### config.mk
export PLATFORM = sky130hd
export DESIGN_NAME = uart_rx_tick_gen
export DESIGN_NICKNAME = d
export VERILOG_FILES = /design/src/rtl/uart_rx_tick_gen.sv
export SDC_FILE = /design/constraint.sdc
export NUM_CORES = 1
export LEC_CHECK = 0
export ABC_AREA = 1
export BUFFER_PORTS_ARGS = -buffer_cell sky130_fd_sc_hd__buf_2
export CAP_MARGIN = 0
export CELL_PAD_IN_SITES_DETAIL_PLACEMENT = 1
export CELL_PAD_IN_SITES_GLOBAL_PLACEMENT = 1
export CORE_UTILIZATION = 46
export CTS_BUF_LIST = sky130_fd_sc_hd__clkbuf_16
export CTS_CLUSTER_DIAMETER = 200
export CTS_CLUSTER_SIZE = 25
export DETAILED_ROUTE_END_ITERATION = 8
export GPL_TIMING_DRIVEN = 0
export PLACE_DENSITY_LB_ADDON = 0.1
export SYNTH_ARGS = -nofsm -noshare
export SYNTH_HDL_FRONTEND = slang
export SYNTH_SLANG_ARGS = --single-unit
### constraint.sdc
create_clock -name clk -period 4.3 [get_ports clk]
set_clock_uncertainty 0.15 [all_clocks]
set_input_delay 0.43 -clock clk [delete_from_list [all_inputs] [get_ports clk]]
set_output_delay 0.43 -clock clk [all_outputs]
set_load 0.01 [all_outputs]
### src/rtl/uart_rx_tick_gen.sv
// uart_rx_tick_gen: oversample tick generator, one-cycle tick every DIV clocks.
// Ports: clk, rst (async high), clr (sync clear), sel_9600 (divider select), tick.
module uart_rx_tick_gen #(
    parameter int DIV_9600 = 326,
    parameter int DIV_2400 = 1302
) (
    input  logic clk,
    input  logic rst,
    input  logic clr,
    input  logic sel_9600,
    output logic tick
);

    logic [15:0] cnt;
    logic [15:0] lim;

    assign lim  = sel_9600 ? 16'(DIV_9600 - 1) : 16'(DIV_2400 - 1);
    assign tick = (cnt == lim) && !clr;

    always_ff @(posedge clk or posedge rst) begin
        if (rst) begin
            cnt <= '0;
        end else if (clr || tick) begin
            cnt <= '0;
        end else begin
            cnt <= cnt + 16'd1;
        end
    end

endmodule

* After elaboration in Yosys (flattened, before gate mapping)
Cells that the tools add are included.
Word-level totals: register bits 16, bits in latches 0, RAM bits 0, memory bits (read-only) 0, input port bits 4, output and inout port bits 1, word-level logic and storage cells 8, memories 0
Cells by class: add/sub/neg operators 1, $mul 0, divide/modulo/power cells 0, magnitude comparators 0, eq/ne operators 1, shifts and indexed selects 0, multiplexer cells 2, bitwise operators 0, reductions and logical operators 3
Operators by type and width (count):
- 16-bit by 1-bit adder with 16-bit output (second input constant) | 1
- 16-bit by 11-bit == test with 1-bit output | 1
- 16-bit 2-to-1 mux | 1
- 11-bit 2-to-1 mux | 1
- 1-bit logical AND | 1
- 1-bit zero test | 1
- 1-bit logical OR | 1

* Logic depth before layout (Yosys ltp)
Gate-level depths: netlist of the first run.
depth in word-level cells 5, gate-level depth with buffers 8, depth with buffers taken out 8

* Worst setup path before layout of the first run
OpenSTA, ideal clock, no wires.
kind register to output, start point register cnt[1], end point output tick, arrival 1.025 ns, data required time 3.720 ns, slack 2.695 ns, cell stages (with the launch flop) 7, buffers on the path 0, cell sequence dfrtp_1 inv_1 ha_1 nand3_1 nor2_1 nand3_2 nor2_1
On the way: word-level cells in the longest chain between the ends 2
Ends and longest elaborated chain:
- start, declared | RTL line 14 | logic [15:0] cnt;
- start signal, assigned | RTL line 26 | cnt <= cnt + 16'd1;
- 16-bit by 11-bit == test with 1-bit output | RTL line 18 | assign tick = (cnt == lim) && !clr;
- 1-bit logical AND | RTL line 18
- end, declared | RTL line 11 | output logic tick
No other way between the ends.

* Final worst setup path of the first run
Ends and elaborated chain as after synthesis.

==> impl_metrics.yaml, run 1 <==
outcome:
  outcome: "complete, no violations"
sta:
  max-slew-margin-rel: 0.5745
  rsz0062_at_grt: "no"
  hold_viol_final: 0
  slew_violations: 0
  finalCritPeriodShare: 0.4723
  fmax_ghz: 0.4924
  finalCriticalPeriod_ns: 2.031
  setup_viol: 0
  whs_ns: 0.1173
  worst_pin_slew_ns: 0.6375
  setup_tns_ns: 0
global_routing:
  antenna_found_initial: 0
  grt_max_degree: 17
  track_usage: 0.2375
  grt_overflow_total: 0
  grt_pass1_vias: 830
  grt_pass1_wl_um: 3684
worst_setup_path:
  endpoint_kind: "output pin"
  crit_path_start_kind: "flip-flop"
  crit_type: "reg -> out"
  cp_max_fo: 3
  arrival_ns: 1.45
  r2r_cells: 7
  critPathRequiredTime_ns: 3.72
routing:
  route.detailed.drc: 0
  routed_wl_um: 2340
  ant_nets: 0
  vias: 849
  drtPass1Iterations: 4
  vias_per_cell: 5.084
  wl_per_cell_um: 14.01
  initialDrtViolationCount: 7
synthesis:
  postSynthCellCount: 132
  synth-seq-cells: 16
  synth.avg_cell_area_sq_um: 7.450
  synth.yosys.warnings: 0
  yosys.area.top_type: "dfrtp_1"
  synth_area_sq_um: 983.4
  synth_fp_nets: 138
  synth.top_cell.area_share: 0.4071
  synth_area_leaders: "dfrtp_1 (41%), nor2_1 (12%), nand2_1 (11%)"
  synth_cell_types: 16
  seq_area_frac_synth: 0.4071
clocking:
  clk_latency_ns: 0.25
  clk_path_buf_depth: 2
  cts_buffers: 3
  ctsResizeCount: 0
  cts_tree: "done"
  post_cts_buffers: 0
  h-tree-depth: 1
  numClockSinks: 16
  clkTransAtPathRegs_ns: 0.05
  root_buffer: "clkbuf_16"
  ctsHoldBuffers: 0
place:
  dp_hpwl_um: 1668
  place.port_buffers: 4
  place.gp.congestion: 0.7810
pwr:
  power.switching_w: 0.00007198
  combPwrFrac: 0.049
  switching_share: 0.2027
  pwr_density_cell_mw_per_mm2: 318.2
  ir_drop_v: 0.0002397
  p_int_w: 0.0002832
  clockPowerShare: 0.511
  pwr-share-seq: 0.440
  leakagePower_nw: 0.4677
final_layout:
  fin_util: 0.5631
  layout-drive-gt1-share: 0.1214
  regMostFlops: "cnt"
  fill_cells: 263
  multi_input_area_sq_um: 499.2
  num_antenna_cells: 0
  seq_area_sq_um: 400.4
  reg_top3: "cnt x16"
  largest_reg_flops: 16
  area_delta_synth_final_pct: 13.49
  layout.nets: 147
die:
  initial_utilization: 0.4962
  dieHeight_um: 48.24
  core_area_sq_mm: 0.001982
  dieArea_sq_mm: 0.002327
  rows: 16
  pin_count: 5
  fp.dieW_um: 48.24
flow_run:
  drv_cap: 0
hold_path:
  hp-class: "in -> async"
## critical path, cell delays in order, from the launching register on
cell and delay [ns]:
dfrtp_1 0.40, inv_1 0.07, ha_1 0.15, nand3_1 0.08
nor2_1 0.14, nand3_2 0.12, nor2_1 0.10, buf_2 0.14
## routing by layer
metal,vias to the layer above,global-route usage,routed length (um)
li1,422,-,-
met1,405,0.2982,1073
met2,13,0.3920,1144
met3,9,0.03704,43
met4,0,0.1222,79
met5,-,0,0
## final cells by class
type                            count  area share
Buffer                              1     0.01794
Clock buffer                        3     0.06726
Clock inverter                      1    0.003363
Sequential cell                    16      0.3587
Inverter                           17     0.05717
Tap cell                           27     0.03027
Timing Repair Buffer                4     0.01794
Multi-Input combinational cell     98      0.4473
## cells in the mapped netlist
master	n
nor2_1	31
buf_12	1
nor2_2	4
nand3_2	2
o21bai_1	1
xnor2_1	2
dfrtp_1	16
nand3_1	12
inv_1	16
nor2_4	1
nand4_1	5
inv_2	1
ha_1	2
xor2_1	7
nand2_1	30
nand2_4	1
## power groups by stage
stage | sequential (W) | combinational [W] | clock (W)
5_1_grt | 0.000156 | 0.0000202 | 0.000190
6_report | 0.000156 | 0.0000175 | 0.000182
3_5_place_dp | 0.000159 | 0.0000181 | 0
4_1_cts | 0.000156 | 0.0000183 | 0.000184
3_3_place_gp | 0.000158 | 0.0000175 | 0
2_1_floorplan | 0.000158 | 0.0000127 | 0
## metrics by stage
stage / worst slack, ns / area (sq um) / instances / total power, W
2_1_floorplan: 2.695 / 983.4 / 132 / 0.0001705
3_3_place_gp: 2.574 / 1037 / 163 / 0.0001756
3_5_place_dp: 2.529 / 1037 / 163 / 0.0001767
4_1_cts: 2.261 / 1116 / 167 / 0.0003584
5_1_grt: 2.136 / 1116 / 167 / 0.0003667
6_report: 2.269 / 1116 / 167 / 0.0003552
## cell usage in the layout (no fill, tap or decap), types with 3 or more instances in the layout
cell type	netlist	routed
buf_2	0	4
clkbuf_16	0	3
dfrtp_1	16	16
inv_1	16	16
nand2_1	30	30
nand3_1	12	12
nand4_1	5	5
nor2_1	31	31
nor2_2	4	4
xor2_1	7	7
## cell families (layout without fill, tap and decap cells)
logic type	count (synthesis)	count (layout)	share of synthesized area
buffers and inverters	18	26	0.08524
adders and majority gates	2	2	0.02544
AOI/OAI and AO/OA	1	1	0.007636
DFF	16	16	0.4071
xor gates and xnor gates	9	9	0.08016
and+or+nand+nor	86	86	0.3944
## final timing paths
kind	slack, ns	endpoint	startpoint
max in group asynchronous	3.47	cnt[4]	rst
min in group clk	0.37	cnt[0]	cnt[0]
worst min-delay path	0.12	cnt[15]	rst
worst min register to register	0.37	cnt[0]	cnt[0]
worst max register to register	2.65	cnt[14]	cnt[0]
worst max-delay path	2.27	tick	cnt[1]
Note: power is estimated with default switching activity, not from simulation.
==> run 2: changes to the inputs <==
--- a/config.mk
+++ b/config.mk
@@ -10,7 +10,8 @@
 export CAP_MARGIN = 0
 export CELL_PAD_IN_SITES_DETAIL_PLACEMENT = 1
 export CELL_PAD_IN_SITES_GLOBAL_PLACEMENT = 1
-export CORE_UTILIZATION = 46
+export CORE_ASPECT_RATIO = 0.6
+export CORE_UTILIZATION = 39
 export CTS_BUF_LIST = sky130_fd_sc_hd__clkbuf_16
 export CTS_CLUSTER_DIAMETER = 200
 export CTS_CLUSTER_SIZE = 25
==> constraint.sdc (replaced) <==
create_clock -name clk -period 1.75 [get_ports clk]
set_clock_uncertainty 0.15 [all_clocks]
set_input_delay 0.175 -clock clk [delete_from_list [all_inputs] [get_ports clk]]
set_output_delay 0.175 -clock clk [all_outputs]
set_load 0.01 [all_outputs]
==> impl_metrics.yaml, run 2 (same netlist as run 1, synthesis figures left out) <==
outcome:
  outcome: "complete, no violations"
hold_path:
  hp-class: "in -> reg"
  min_path_cells: 4
  worstHoldStart: "clr"
  holdPathEnd: "cnt[2]"
worst_setup_path:
  rr_endpoint: "cnt[10]"
  path_delay_family: "flip-flops"
  endpoint_kind: "output pin"
  critPathRequiredTime_ns: 1.42
  arrival_ns: 1.41
  critPathSlowestCell: "dfrtp_1"
  timing.reg2reg.setup_slack_ns: 0.14
  crit_chain: "inv_1 > ha_2 > nand3_2 > nor2_2 > nand3_2 > nor2_1 > buf_2"
  critPathMaxStageDelay_ns: 0.40
  critPathBufInv: 2
  crit_type: "reg -> out"
  cp_common_cell: "nand3_2"
  crit_path_start_kind: "flip-flop"
  r2r_start: "cnt[1]"
  cp_max_fo: 3
  r2r_cells: 9
place:
  place.port_buffers: 4
  dp_hpwl_um: 1691
  place.gp.congestion: 0.7528
routing:
  routed_wl_um: 2270
  drt-met1-wl_um: 1204
  drtPass1Iterations: 4
  initialDrtViolationCount: 34
  wl_per_cell_um: 13.20
  dr_wl_met2_um: 1003
  ant_nets: 0
  met3_wirelength_um: 49
  vias_per_cell: 4.860
  route.detailed.drc: 0
  highest_layer: "met4"
  vias: 836
final_layout:
  fin_util: 0.5049
  layout.nets: 149
  largest_reg_flops: 16
  layout-drive-gt1-share: 0.1620
  reg_top3: "cnt x16"
  final_cell_mix: "nor2_1 (30), nand2_1 (30), inv_1 (16)"
  regMostFlops: "cnt"
  area_delta_synth_final_pct: 16.92
  num_antenna_cells: 0
clocking:
  numClockSinks: 16
  cts_buffers: 3
  cts_tree: "done"
  root_buffer: "clkbuf_16"
  clk_latency_ns: 0.25
  clkTransAtPathRegs_ns: 0.05
  h-tree-depth: 1
  clk_path_buf_depth: 2
global_routing:
  antenna_found_initial: 0
  track_usage: 0.2025
  grt_overflow_total: 0
  grt_pass1_vias: 820
  grt_pass1_wl_um: 3767
  grt_max_degree: 17
die:
  dieHeight_um: 40.90
  rows: 13
  fp.dieW_um: 66.83
  core_area_sq_mm: 0.002277
  initial_utilization: 0.4319
  pin_count: 5
  dieArea_sq_mm: 0.002733
flow_run:
  drv_cap: 0
sta:
  hold_viol_final: 0
  finalCritPeriodShare: 0.9895
  max-slew-margin-rel: 0.5626
  setup_tns_ns: 0
  worst_pin_slew_ns: 0.6553
  rsz0062_at_grt: "yes"
  slew_violations: 0
  fmax_ghz: 0.5775
  setup_viol: 0
  finalCriticalPeriod_ns: 1.732
pwr:
  pwr_density_cell_mw_per_mm2: 767.1
  ir_drop_v: 0.0004096
  leakagePower_nw: 0.4729
## run 2: worst max path at each step
stage                     startpoint  endpoint  slack [ns]  cells past startpoint
final                         cnt[1]      tick        0.02                      7
after global routing          cnt[1]      tick       -0.08                      7
after CTS                     cnt[1]      tick        0.01                      7
after detailed placement      cnt[0]    cnt[8]        0.15                      6
after global placement        cnt[0]    cnt[8]        0.23                      6
after floorplan               cnt[0]   cnt[10]        0.37                      6
## run 2: power breakdown
| group | total [W] | internal [W] | switching (W) | leakage, nW |
|---|---|---|---|---|
| clock network | 0.000452 | 0.000304 | 0.000148 | 0.0385 |
| registers | 0.000383 | 0.000376 | 0.00000681 | 0.218 |
| logic | 0.0000468 | 0.0000191 | 0.0000277 | 0.216 |
## run 2: repair_timing
item	CTS	global route
setup buffers	0	1
endpoints found under the setup margin	1	2
gates cloned	0	0
hold buffers	1	0
pin swaps	1	2
endpoints found under the hold margin	16	0
gates resized for setup	0	5
## run 2: area by class of cell
type	instances	area (sq um)
Tap cell	30	37.54
Multi-Input combinational cell	98	509.2
Clock inverter	1	3.754
Timing Repair Buffer	6	37.54
Buffer	1	20.02
Fill cell	285	1127
Inverter	17	63.81
Clock buffer	3	75.07
Sequential cell	16	402.9
## run 2: routing by layer
layer	up-vias	global-route usage
met2	4	0.3333
li1	425	-
met4	0	0.06383
met1	405	0.2620
met3	2	0.05833
met5	-	0
## run 2: worst reg2reg max path: stages (launching register included)
cell,delay [ns]
dfrtp_1,0.40
inv_1,0.07
ha_2,0.17
nand3_2,0.08
nor2_2,0.12
nand3_2,0.07
buf_4,0.14
nand2_4,0.10
buf_12,0.15
nor2_1,0.05
## run 2: through the flow
stage | hold slack (ns) | area, sq um | setup WS, ns | total power [W] | cells
after floorplan | -0.06126 | 983.4 | 0.3684 | 0.0004190 | 132
after global placement | 0.1545 | 1041 | 0.2253 | 0.0004317 | 166
after detailed placement | 0.1562 | 1041 | 0.1496 | 0.0004329 | 166
after CTS | 0.1320 | 1130 | 0.01435 | 0.0008905 | 171
after global routing | 0.1669 | 1150 | -0.07990 | 0.0009181 | 172
final | 0.1232 | 1150 | 0.01834 | 0.0008821 | 172
==> run 3: changes to the inputs <==
==> constraint.sdc (replaced) <==
create_clock -name clk -period 1.75 [get_ports clk]
set_clock_uncertainty 0.15 [all_clocks]
set_input_delay 0.175 -clock clk [delete_from_list [all_inputs] [get_ports clk]]
set_output_delay 0.175 -clock clk [all_outputs]
set_load 0.1 [all_outputs]
==> impl_metrics.yaml, run 3 (same netlist as run 1, synthesis figures left out) <==
outcome:
  outcome: "complete, but fails checks"
  violations: "setup timing"
pwr:
  power.switching_w: 0.0001747
  combPwrFrac: 0.054
  p_int_w: 0.0006953
  leakagePower_nw: 0.4796
  switching_share: 0.2007
  ir_drop_v: 0.0004193
  clockPowerShare: 0.505
  pwr_density_cell_mw_per_mm2: 736.6
  pwr-share-seq: 0.441
die:
  pin_count: 5
  initial_utilization: 0.4319
  core_area_sq_mm: 0.002277
  dieHeight_um: 40.90
  fp.dieW_um: 66.83
  dieArea_sq_mm: 0.002733
  rows: 13
final_layout:
  final_cell_mix: "nand2_1 (30), nor2_1 (27), inv_1 (16)"
  seq_area_sq_um: 405.4
  num_antenna_cells: 0
  multi_input_area_sq_um: 519.2
  layout-drive-gt1-share: 0.1972
  layout.nets: 150
  fill_cells: 296
  area_delta_synth_final_pct: 20.10
  final_common_cell: "nand2_1"
  largest_reg_flops: 16
  reg_top3: "cnt x16"
  regMostFlops: "cnt"
sta:
  worst_slack_ns: -0.07944
  whs_ns: 0.1642
  fmax_ghz: 0.5466
  finalCritPeriodShare: 1.045
  max-slew-margin-rel: 0.5761
  setup_viol: 1
  worst_pin_slew_ns: 0.6351
  rsz0062_at_grt: "yes"
  slew_violations: 0
  setup_tns_ns: -0.07944
  finalCriticalPeriod_ns: 1.829
  hold_viol_final: 0
place:
  place.gp.congestion: 0.7710
  place.port_buffers: 4
  dp_hpwl_um: 1840
worst_setup_path:
  cp_common_cell: "nor2_2"
  critPathBufInv: 1
  path_delay_family: "simple AND/OR/NAND/NOR gates"
  crit_path_start_kind: "flip-flop"
  critPathRequiredTime_ns: 1.42
  crit_chain: "nor2_2 > nand3_1 > nor2_2 > nand3_2 > nor2_4 > buf_12"
  crit_type: "reg -> out"
  critPathSlowestCell: "dfrtp_2"
  endpoint_kind: "output pin"
  arrival_ns: 1.50
  cp_max_fo: 4
  critPathMaxStageDelay_ns: 0.45
routing:
  route.detailed.drc: 0
  initialDrtViolationCount: 26
  routed_wl_um: 2531
  vias: 852
  drtPass1Iterations: 4
  ant_nets: 0
  vias_per_cell: 4.953
  wl_per_cell_um: 14.72
clocking:
  cts_buffers: 3
  numClockSinks: 16
  h-tree-depth: 1
  cts_tree: "done"
  clkTransAtPathRegs_ns: 0.05
  root_buffer: "clkbuf_16"
  clk_latency_ns: 0.25
  clk_path_buf_depth: 2
global_routing:
  grt_pass1_vias: 846
  antenna_found_initial: 0
  grt_overflow_total: 0
  grt_pass1_wl_um: 3953
  grt_max_degree: 17
  track_usage: 0.2132
hold_path:
  hp-class: "in -> reg"
flow_run:
  drv_cap: 0
run 3: changes by cell type in the layout (fill, tap and decap cells not counted), sizes merged:
cell,before,now
buf,6,7
clkinv,1,0
run 3: final cells by class:
class / instances / share of cell area
inverter: 17 / 0.05403
multi-input combinational: 98 / 0.4396
timing repair buffer: 7 / 0.05085
buffer: 1 / 0.01695
tap: 30 / 0.03178
sequential: 16 / 0.3432
clock buffer: 3 / 0.06356
run 3: worst min-delay path: cells and delay by family:
kind | cells | cell delay (ns)
buf+inv | 2 | 0.18
simple gates | 2 | 0.17
run 3: timing repair:
| item | CTS | global route |
|---|---|---|
| buffers inserted | 1 | 1 |
| resized for setup | 6 | 6 |
| gates cloned | 0 | 0 |
| hold buffers | 1 | 0 |
| endpoints found under the setup margin | 1 | 4 |
| hold endpoints to repair | 16 | 0 |
| pin swaps | 2 | 0 |
run 3: path summary, 6_finish.rpt:
path	slack, ns	end	cells after the start	start
max	-0.08	tick	6	cnt[7]
min	0.16	cnt[0]	4	clr
max reg2reg	0.07	cnt[7]	8	cnt[7]
min reg2reg	0.34	cnt[0]	1	cnt[0]
max in group asynchronous	0.59	cnt[11]	3	rst
min in group asynchronous	0.41	cnt[2]	3	rst
run 3: per-layer routing:
metal  routed length, um  share of wire  track usage
met5                   0              0            0
met4                  18         0.0071      0.04787
met3                  57          0.023      0.05833
met2                1214           0.48       0.3636
met1                1241           0.49       0.2766
run 3: power groups by stage:
stage | Sequential, W | Combinational (W) | Clock [W]
after floorplan | 0.000388 | 0.0000313 | 0
after global placement | 0.000389 | 0.0000429 | 0
after detailed placement | 0.000389 | 0.0000452 | 0
after CTS | 0.000383 | 0.0000492 | 0.000450
after global routing | 0.000384 | 0.0000540 | 0.000463
final | 0.000384 | 0.0000474 | 0.000439
run 3: per-stage QoR:
stage | std cells | utilization | total power, W | instance area [sq um] | setup WS, ns
floorplan | 132 | - | 0.0004191 | 991.0 | 0.06256
global route | 172 | 0.5187 | 0.0009013 | 1181 | -0.1256
CTS | 171 | 0.5110 | 0.0008821 | 1164 | -0.07076
detailed placement | 166 | 0.4604 | 0.0004344 | 1049 | -0.06113
global placement | 166 | 0.4604 | 0.0004316 | 1049 | -0.03878
finish | 172 | 0.5187 | 0.0008700 | 1181 | -0.07944
